[config.mk]
export PLATFORM = sky130hd
export DESIGN_NAME = dma_sched
export DESIGN_NICKNAME = d
export VERILOG_FILES = /design/src/rtl/dma_sched_pkg.sv /design/src/rtl/dma_cmd_fifo.sv /design/src/rtl/dma_sched.sv
export SDC_FILE = /design/constraint.sdc
export NUM_CORES = 1
export LEC_CHECK = 0
export BUFFER_PORTS_ARGS = -buffer_cell sky130_fd_sc_hd__buf_2
export CORE_AREA = 2 2 199 162
export CTS_CLUSTER_SIZE = 30
export DETAILED_ROUTE_END_ITERATION = 6
export DIE_AREA = 0 0 201 164
export PLACE_DENSITY = 0.8
export SYNTH_ARGS = -nofsm -noshare
export SYNTH_HDL_FRONTEND = slang
export SYNTH_SLANG_ARGS = --single-unit
[constraint.sdc]
create_clock -name clk -period 7.7 [get_ports clk]
set_input_delay 1.54 -clock clk [delete_from_list [all_inputs] [get_ports clk]]
set_output_delay 1.54 -clock clk [all_outputs]
set_load 0.02 [all_outputs]
[src/rtl/dma_sched_pkg.sv]
// dma_sched_pkg: dispatcher state encoding and command-entry layout {mem, lane, len, we, tag, idx}
package dma_sched_pkg;
  typedef enum logic [2:0] {
    S_IDLE       = 3'd0,
    S_ISSUE      = 3'd1,
    S_WAIT_START = 3'd2,
    S_WAIT_DONE  = 3'd3,
    S_NEXT       = 3'd4
  } state_t;
  function automatic int off_tag(input int iw);
    return iw;
  endfunction
  function automatic int off_we(input int iw, input int tw);
    return iw + tw;
  endfunction
  function automatic int off_len(input int iw, input int tw);
    return iw + tw + 1;
  endfunction
  function automatic int off_lane(input int iw, input int tw, input int lw);
    return iw + tw + 1 + lw;
  endfunction
  function automatic int off_mem(input int iw, input int tw, input int lw, input int aw);
    return iw + tw + 1 + lw + aw;
  endfunction
  function automatic int entry_w(input int iw, input int tw, input int lw, input int aw, input int dw);
    return iw + tw + 1 + lw + aw + dw;
  endfunction
endpackage

[src/rtl/dma_cmd_fifo.sv]
// dma_cmd_fifo: synchronous command queue; push when full and pop when empty are ignored
module dma_cmd_fifo #(
  parameter int DEPTH = 4,
  parameter int WIDTH = 8
) (
  input  logic                     clk,
  input  logic                     reset,
  input  logic                     push,
  input  logic                     pop,
  input  logic [WIDTH-1:0]         din,
  output logic [WIDTH-1:0]         head,
  output logic [$clog2(DEPTH):0]   count
);
  localparam int PW = $clog2(DEPTH);
  localparam int CW = PW + 1;
  logic [WIDTH-1:0] mem [DEPTH];
  logic [PW-1:0] wp, rp;
  logic do_push, do_pop;
  assign do_push = push && count != CW'(DEPTH);
  assign do_pop = pop && count != '0;
  assign head = mem[rp];
  always_ff @(posedge clk)
    if (do_push) mem[wp] <= din;
  always_ff @(posedge clk) begin
    if (!reset) begin
      wp <= '0;
      rp <= '0;
      count <= '0;
    end else begin
      wp <= do_push ? wp + 1'b1 : wp;
      rp <= do_pop ? rp + 1'b1 : rp;
      count <= count + CW'(do_push) - CW'(do_pop);
    end
  end
endmodule

[src/rtl/dma_sched.sv]
// dma_sched: round-robin command arbiter, command FIFO and chunking dispatcher for the lane DMA engine
module dma_sched
  import dma_sched_pkg::*;
#(
  parameter int NUMREQ = 2,
  parameter int DMEM_ADDRWIDTH = 32,
  parameter int ADDRWIDTH = 8,
  parameter int LEN_WIDTH = 16,
  parameter int TAGWIDTH = 4,
  parameter int FIFO_DEPTH = 4,
  parameter int CHUNK_BYTES = 128
) (
  input  logic                           clk,
  input  logic                           reset,
  input  logic [NUMREQ-1:0]              req_valid,
  output logic [NUMREQ-1:0]              req_ready,
  input  logic [NUMREQ*DMEM_ADDRWIDTH-1:0] req_mem_addr,
  input  logic [NUMREQ*ADDRWIDTH-1:0]    req_lane_addr,
  input  logic [NUMREQ*LEN_WIDTH-1:0]    req_len,
  input  logic [NUMREQ-1:0]              req_we,
  input  logic [NUMREQ*TAGWIDTH-1:0]     req_tag,
  output logic                           dma_en,
  output logic [DMEM_ADDRWIDTH-1:0]      dma_mem_addr,
  output logic [ADDRWIDTH-1:0]           dma_lane_addr,
  output logic [7:0]                     dma_num_bytes,
  output logic                           dma_we,
  input  logic                           dma_busy,
  output logic                           done_valid,
  output logic [$clog2(NUMREQ)-1:0]      done_req,
  output logic [TAGWIDTH-1:0]            done_tag,
  output logic                           sched_busy,
  output logic [$clog2(FIFO_DEPTH):0]    fifo_count
);
  localparam int IW = $clog2(NUMREQ);
  localparam int CW = $clog2(FIFO_DEPTH) + 1;
  localparam int EW = entry_w(IW, TAGWIDTH, LEN_WIDTH, ADDRWIDTH, DMEM_ADDRWIDTH);
  localparam int O_TAG = off_tag(IW);
  localparam int O_WE = off_we(IW, TAGWIDTH);
  localparam int O_LEN = off_len(IW, TAGWIDTH);
  localparam int O_LANE = off_lane(IW, TAGWIDTH, LEN_WIDTH);
  localparam int O_MEM = off_mem(IW, TAGWIDTH, LEN_WIDTH, ADDRWIDTH);
  state_t state;
  logic [IW-1:0] rr, gidx;
  logic found, push, pop;
  logic [EW-1:0] din, head;
  logic [DMEM_ADDRWIDTH-1:0] cur_mem, h_mem;
  logic [ADDRWIDTH-1:0] cur_lane, h_lane;
  logic [LEN_WIDTH-1:0] remaining, h_len;
  logic [TAGWIDTH-1:0] h_tag;
  logic [IW-1:0] h_idx;
  logic h_we;
  function automatic logic [7:0] chunk_of(input logic [LEN_WIDTH-1:0] r);
    return (r < LEN_WIDTH'(CHUNK_BYTES)) ? r[7:0] : 8'(CHUNK_BYTES);
  endfunction
  always_comb begin
    found = 1'b0;
    gidx = '0;
    for (int i = 0; i < NUMREQ; i++)
      if (!found && req_valid[(int'(rr) + i) % NUMREQ]) begin
        found = 1'b1;
        gidx = IW'((int'(rr) + i) % NUMREQ);
      end
    req_ready = (found && reset && fifo_count < CW'(FIFO_DEPTH)) ? NUMREQ'(1) << gidx : '0;
  end
  assign push = |req_ready;
  assign din = {req_mem_addr[gidx*DMEM_ADDRWIDTH +: DMEM_ADDRWIDTH], req_lane_addr[gidx*ADDRWIDTH +: ADDRWIDTH],
                req_len[gidx*LEN_WIDTH +: LEN_WIDTH], req_we[gidx], req_tag[gidx*TAGWIDTH +: TAGWIDTH], gidx};
  assign h_mem = head[O_MEM +: DMEM_ADDRWIDTH];
  assign h_lane = head[O_LANE +: ADDRWIDTH];
  assign h_len = head[O_LEN +: LEN_WIDTH];
  assign h_we = head[O_WE];
  assign h_tag = head[O_TAG +: TAGWIDTH];
  assign h_idx = head[IW-1:0];
  assign pop = state == S_NEXT && remaining == '0;
  assign sched_busy = fifo_count != '0 || state != S_IDLE;
  dma_cmd_fifo #(.DEPTH(FIFO_DEPTH), .WIDTH(EW)) u_fifo (
    .clk(clk), .reset(reset), .push(push), .pop(pop), .din(din), .head(head), .count(fifo_count)
  );
  always_ff @(posedge clk)
    if (!reset) rr <= '0;
    else if (push) rr <= (gidx == IW'(NUMREQ - 1)) ? '0 : gidx + 1'b1;
  // dma_en and done_valid are registered, so they are raised on the transition into ISSUE / NEXT
  always_ff @(posedge clk) begin
    if (!reset) begin
      state <= S_IDLE;
      dma_en <= 1'b0;
      dma_mem_addr <= '0;
      dma_lane_addr <= '0;
      dma_num_bytes <= '0;
      dma_we <= 1'b0;
      done_valid <= 1'b0;
      done_req <= '0;
      done_tag <= '0;
      cur_mem <= '0;
      cur_lane <= '0;
      remaining <= '0;
    end else begin
      dma_en <= 1'b0;
      done_valid <= 1'b0;
      case (state)
        S_IDLE: if (fifo_count != '0) begin
          cur_mem <= h_mem;
          cur_lane <= h_lane;
          remaining <= h_len;
          dma_mem_addr <= h_mem;
          dma_lane_addr <= h_lane;
          dma_num_bytes <= chunk_of(h_len);
          dma_we <= h_we;
          dma_en <= h_len != '0;
          done_valid <= h_len == '0;
          done_req <= h_idx;
          done_tag <= h_tag;
          state <= (h_len == '0) ? S_NEXT : S_ISSUE;
        end
        S_ISSUE: state <= S_WAIT_START;
        S_WAIT_START: if (dma_busy) state <= S_WAIT_DONE;
        S_WAIT_DONE: if (!dma_busy) begin
          remaining <= remaining - LEN_WIDTH'(dma_num_bytes);
          cur_mem <= cur_mem + DMEM_ADDRWIDTH'(dma_num_bytes);
          cur_lane <= cur_lane + ADDRWIDTH'(dma_num_bytes);
          done_valid <= remaining == LEN_WIDTH'(dma_num_bytes);
          done_req <= h_idx;
          done_tag <= h_tag;
          state <= S_NEXT;
        end
        S_NEXT: if (remaining != '0) begin
          dma_en <= 1'b1;
          dma_mem_addr <= cur_mem;
          dma_lane_addr <= cur_lane;
          dma_num_bytes <= chunk_of(remaining);
          state <= S_ISSUE;
        end else state <= S_IDLE;
        default: state <= S_IDLE;
      endcase
    end
  end
endmodule

==> results.json <==
{
  "antenna_left": 0,
  "synth_compound_area_share_pct": 10.3,
  "worstSetupEndpointType": "output pin",
  "final_layout_size_suffix_gt1_share_pct": 21.9,
  "path_class": "in -> out",
  "core_area_um2": 31000,
  "ys_types": 72,
  "die-area_um2": 33000,
  "netlist.area_leader.share_pct": 44.3,
  "worstPathArrival_ns": 3.61,
  "antenna_found_initial": 1,
  "yosysTopAreaCell": "edfxtp_1",
  "seq_area_frac_synth_pct": 59.2,
  "cts_buffers": 36,
  "vias": 12400,
  "totalWireLength_um": 42400,
  "clk_latency_ns": 0.54,
  "h-tree-depth": 2,
  "port_buffers": 188,
  "grtUsageTotal_pct": 25.8,
  "path_clk_slew_ns": 0.06,
  "fin_crit_sh_pct": 66.8,
  "wl_per_cell_um": 20.8,
  "synthesis.area_um2": 16800,
  "synthTopCellsByCount": "nand2_1, edfxtp_1, dfxtp_1",
  "place_inst": 1973,
  "final_max_slew_viol_count": 0,
  "synth_fp_nets": 1597,
  "synth.most_common_cell": "nand2_1",
  "die_h_um": 164,
  "status": "complete, no violations",
  "worst_slack_ns": 2.55,
  "rsz0062_at_grt": "false",
  "hp-class": "reg -> reg",
  "cts_hold_buf": 0,
  "grt_pass1_wl_um": 66000,
  "place_area_um2": 18100,
  "synth_flop_cell": "edfxtp_1",
  "setup_tns_ns": 0,
  "cp.required_ns": 6.16,
  "rrSetupSlack_ns": 3.83,
  "drt-pass1-iter-count": 7,
  "cts_root_buf": "clkbuf_16",
  "fmax_mhz": 194,
  "synth-edff-count": 248,
  "post-cts-setup-buffer-count": 0,
  "grt_pass1_vias": 11800,
  "setup_viol": 0,
  "async_flop_share_pct": 0,
  "routabilityCongestion": 0.884,
  "grt_max_degree": 82,
  "synth.area.top_cells": "edfxtp_1, dfxtp_1, mux4_2",
  "avgSynthCellArea_um2": 11.7,
  "cts_tree": "done",
  "finClkSkew_ns": 0.0130,
  "grt_overflow": 0,
  "p_leak_nw": 7.25,
  "hold_ws_ns": 0.463,
  "min_period_ns": 5.15,
  "io_pins": 189,
  "synth_mux_area_share_pct": 8.77,
  "hpwlAfterDp_um": 26900,
  "ir_drop_v": 0.000204,
  "cts_max_path_buffers": 3,
  "drc": 0,
  "ys_ff_latch": 373,
  "place_ws_ns": 2.60,
  "stdcell_count": 2039,
  "fin_area_um2": 19400,
  "drt_iter0_markers": 1433,
  "n_antenna_cell": 0,
  "slew-limit-headroom_pct": 31.0,
  "dieWidth_um": 201,
  "area_delta_synth_final_pct": 15.2,
  "vias_per_cell": 6.08,
  "netlist_instances": 1437,
  "ctsResizeCount": 0,
  "timing.max_cap.violations": 0,
  "startpoint_type": "primary input",
  "crit_fanout": 41,
  "nFillCells": 2352,
  "cts_num_sinks": 373,
  "hold_viol_final": 0,
  "synth_top_family_by_area": "simple AND/OR/NAND/NOR gates",
  "power.density_nw_per_um2": 319,
  "initial_core_util_pct": 54.3,
  "synth_xor_area_share_pct": 0.677,
  "fin_nets": 1751,
  "yosysWarnings": 0,
  "synth_fa_ha_area_share_pct": 2.63,
  "synth_simple_gate_area_share_pct": 15.7,
  "worstMarginPinSlew_ns": 1.03,
  "row_count": 58
}
[per-stage QoR]
stage / util (%) / total power [W]
finish: 62.5 / 0.00618
global route: 62.5 / 0.00648
CTS: 62.5 / 0.00619
detailed placement: 58.4 / 0.00431
global placement: 58.4 / 0.00425
floorplan: - / 0.00377
[kinds of logic after synthesis]
family	Yosys count
compound gates	233
xor+xnor	13
fa+ha+maj	33
buf+inv	118
flops	373
mux	69
simple gates	598
[worst max-delay path, cell delays in order]
cell and delay [ns]:
buf_2 0.08, buf_4 0.39, clkinv_2 0.11, buf_4 0.28, nor3_1 0.81, and2_1 0.22
buf_2 0.16
[layout by cell type (no fill, tap or decap), drive strengths merged, types with 5 or more instances in the layout]
cell type	synthesis	routed
a211oi	15	15
a21o	7	7
a21oi	38	38
a221oi	9	9
a22oi	8	8
a311oi	50	50
a31oi	14	14
and2	10	10
and3	13	13
buf	20	208
bufinv	0	6
clkbuf	72	46
clkinv	1	10
dfxtp	125	125
edfxtp	248	248
ha	29	29
inv	25	27
mux2i	7	7
mux4	62	62
nand2	348	348
nand3	29	29
nand4	15	15
nor2	94	94
nor2b	6	6
nor3	23	23
nor4	14	14
o211ai	11	11
o21ai	30	30
o22ai	5	5
or3	13	13
or4	12	12
xnor2	8	8
xor2	5	5
[registers in the layout (all words and copies together), names as in the netlist, 2 cells and up, named ones only]
| register | flops |
|---|---|
| state | 3 |
| u_fifo.wp | 2 |
| u_fifo.mem | 248 |
| dma_num_bytes | 8 |
| dma_lane_addr | 8 |
| cur_mem | 32 |
| dma_mem_addr | 32 |
| u_fifo.rp | 2 |
| u_fifo.count | 3 |
| cur_lane | 8 |
| remaining | 16 |
| done_tag | 4 |
[layer usage]
metal / vias to the layer above / part of all wire (%) / GRT usage (%)
met5: - / 0.031 / 0
met4: 2 / 1.9 / 7.17
met3: 67 / 9.7 / 5.14
met2: 620 / 46 / 40.6
met1: 6008 / 43 / 37.1
li1: 5695 / - / -
[cell type report]
class                   instances  area, um^2  share of cell area, %
clock buffers                  46        1000                   5.16
inverters                      26        98.8                  0.510
multi-input cells             946        6440                   33.2
well taps                     420         526                   2.71
flip-flops and latches        373        9950                   51.4
clock inverters                20         265                   1.37
repair buffers                208        1090                   5.63
[path summary, 6_finish.rpt]
check	startpoint	end	depth (start not counted)
max	reset	req_ready[0]	7
min	done_tag[1]	done_tag[1]	2
max reg2reg	register	dma_num_bytes[1]	7
min reg2reg	done_tag[1]	done_tag[1]	2
[where the power goes]
part / switching [W] / leakage, nW / internal [W] / total (W)
registers: 0.000230 / 3.30 / 0.00246 / 0.00269
logic: 0.00104 / 3.34 / 0.000566 / 0.00161
clock network: 0.000752 / 0.611 / 0.00113 / 0.00188
No activity file was read; power rests on OpenSTA's default activity.
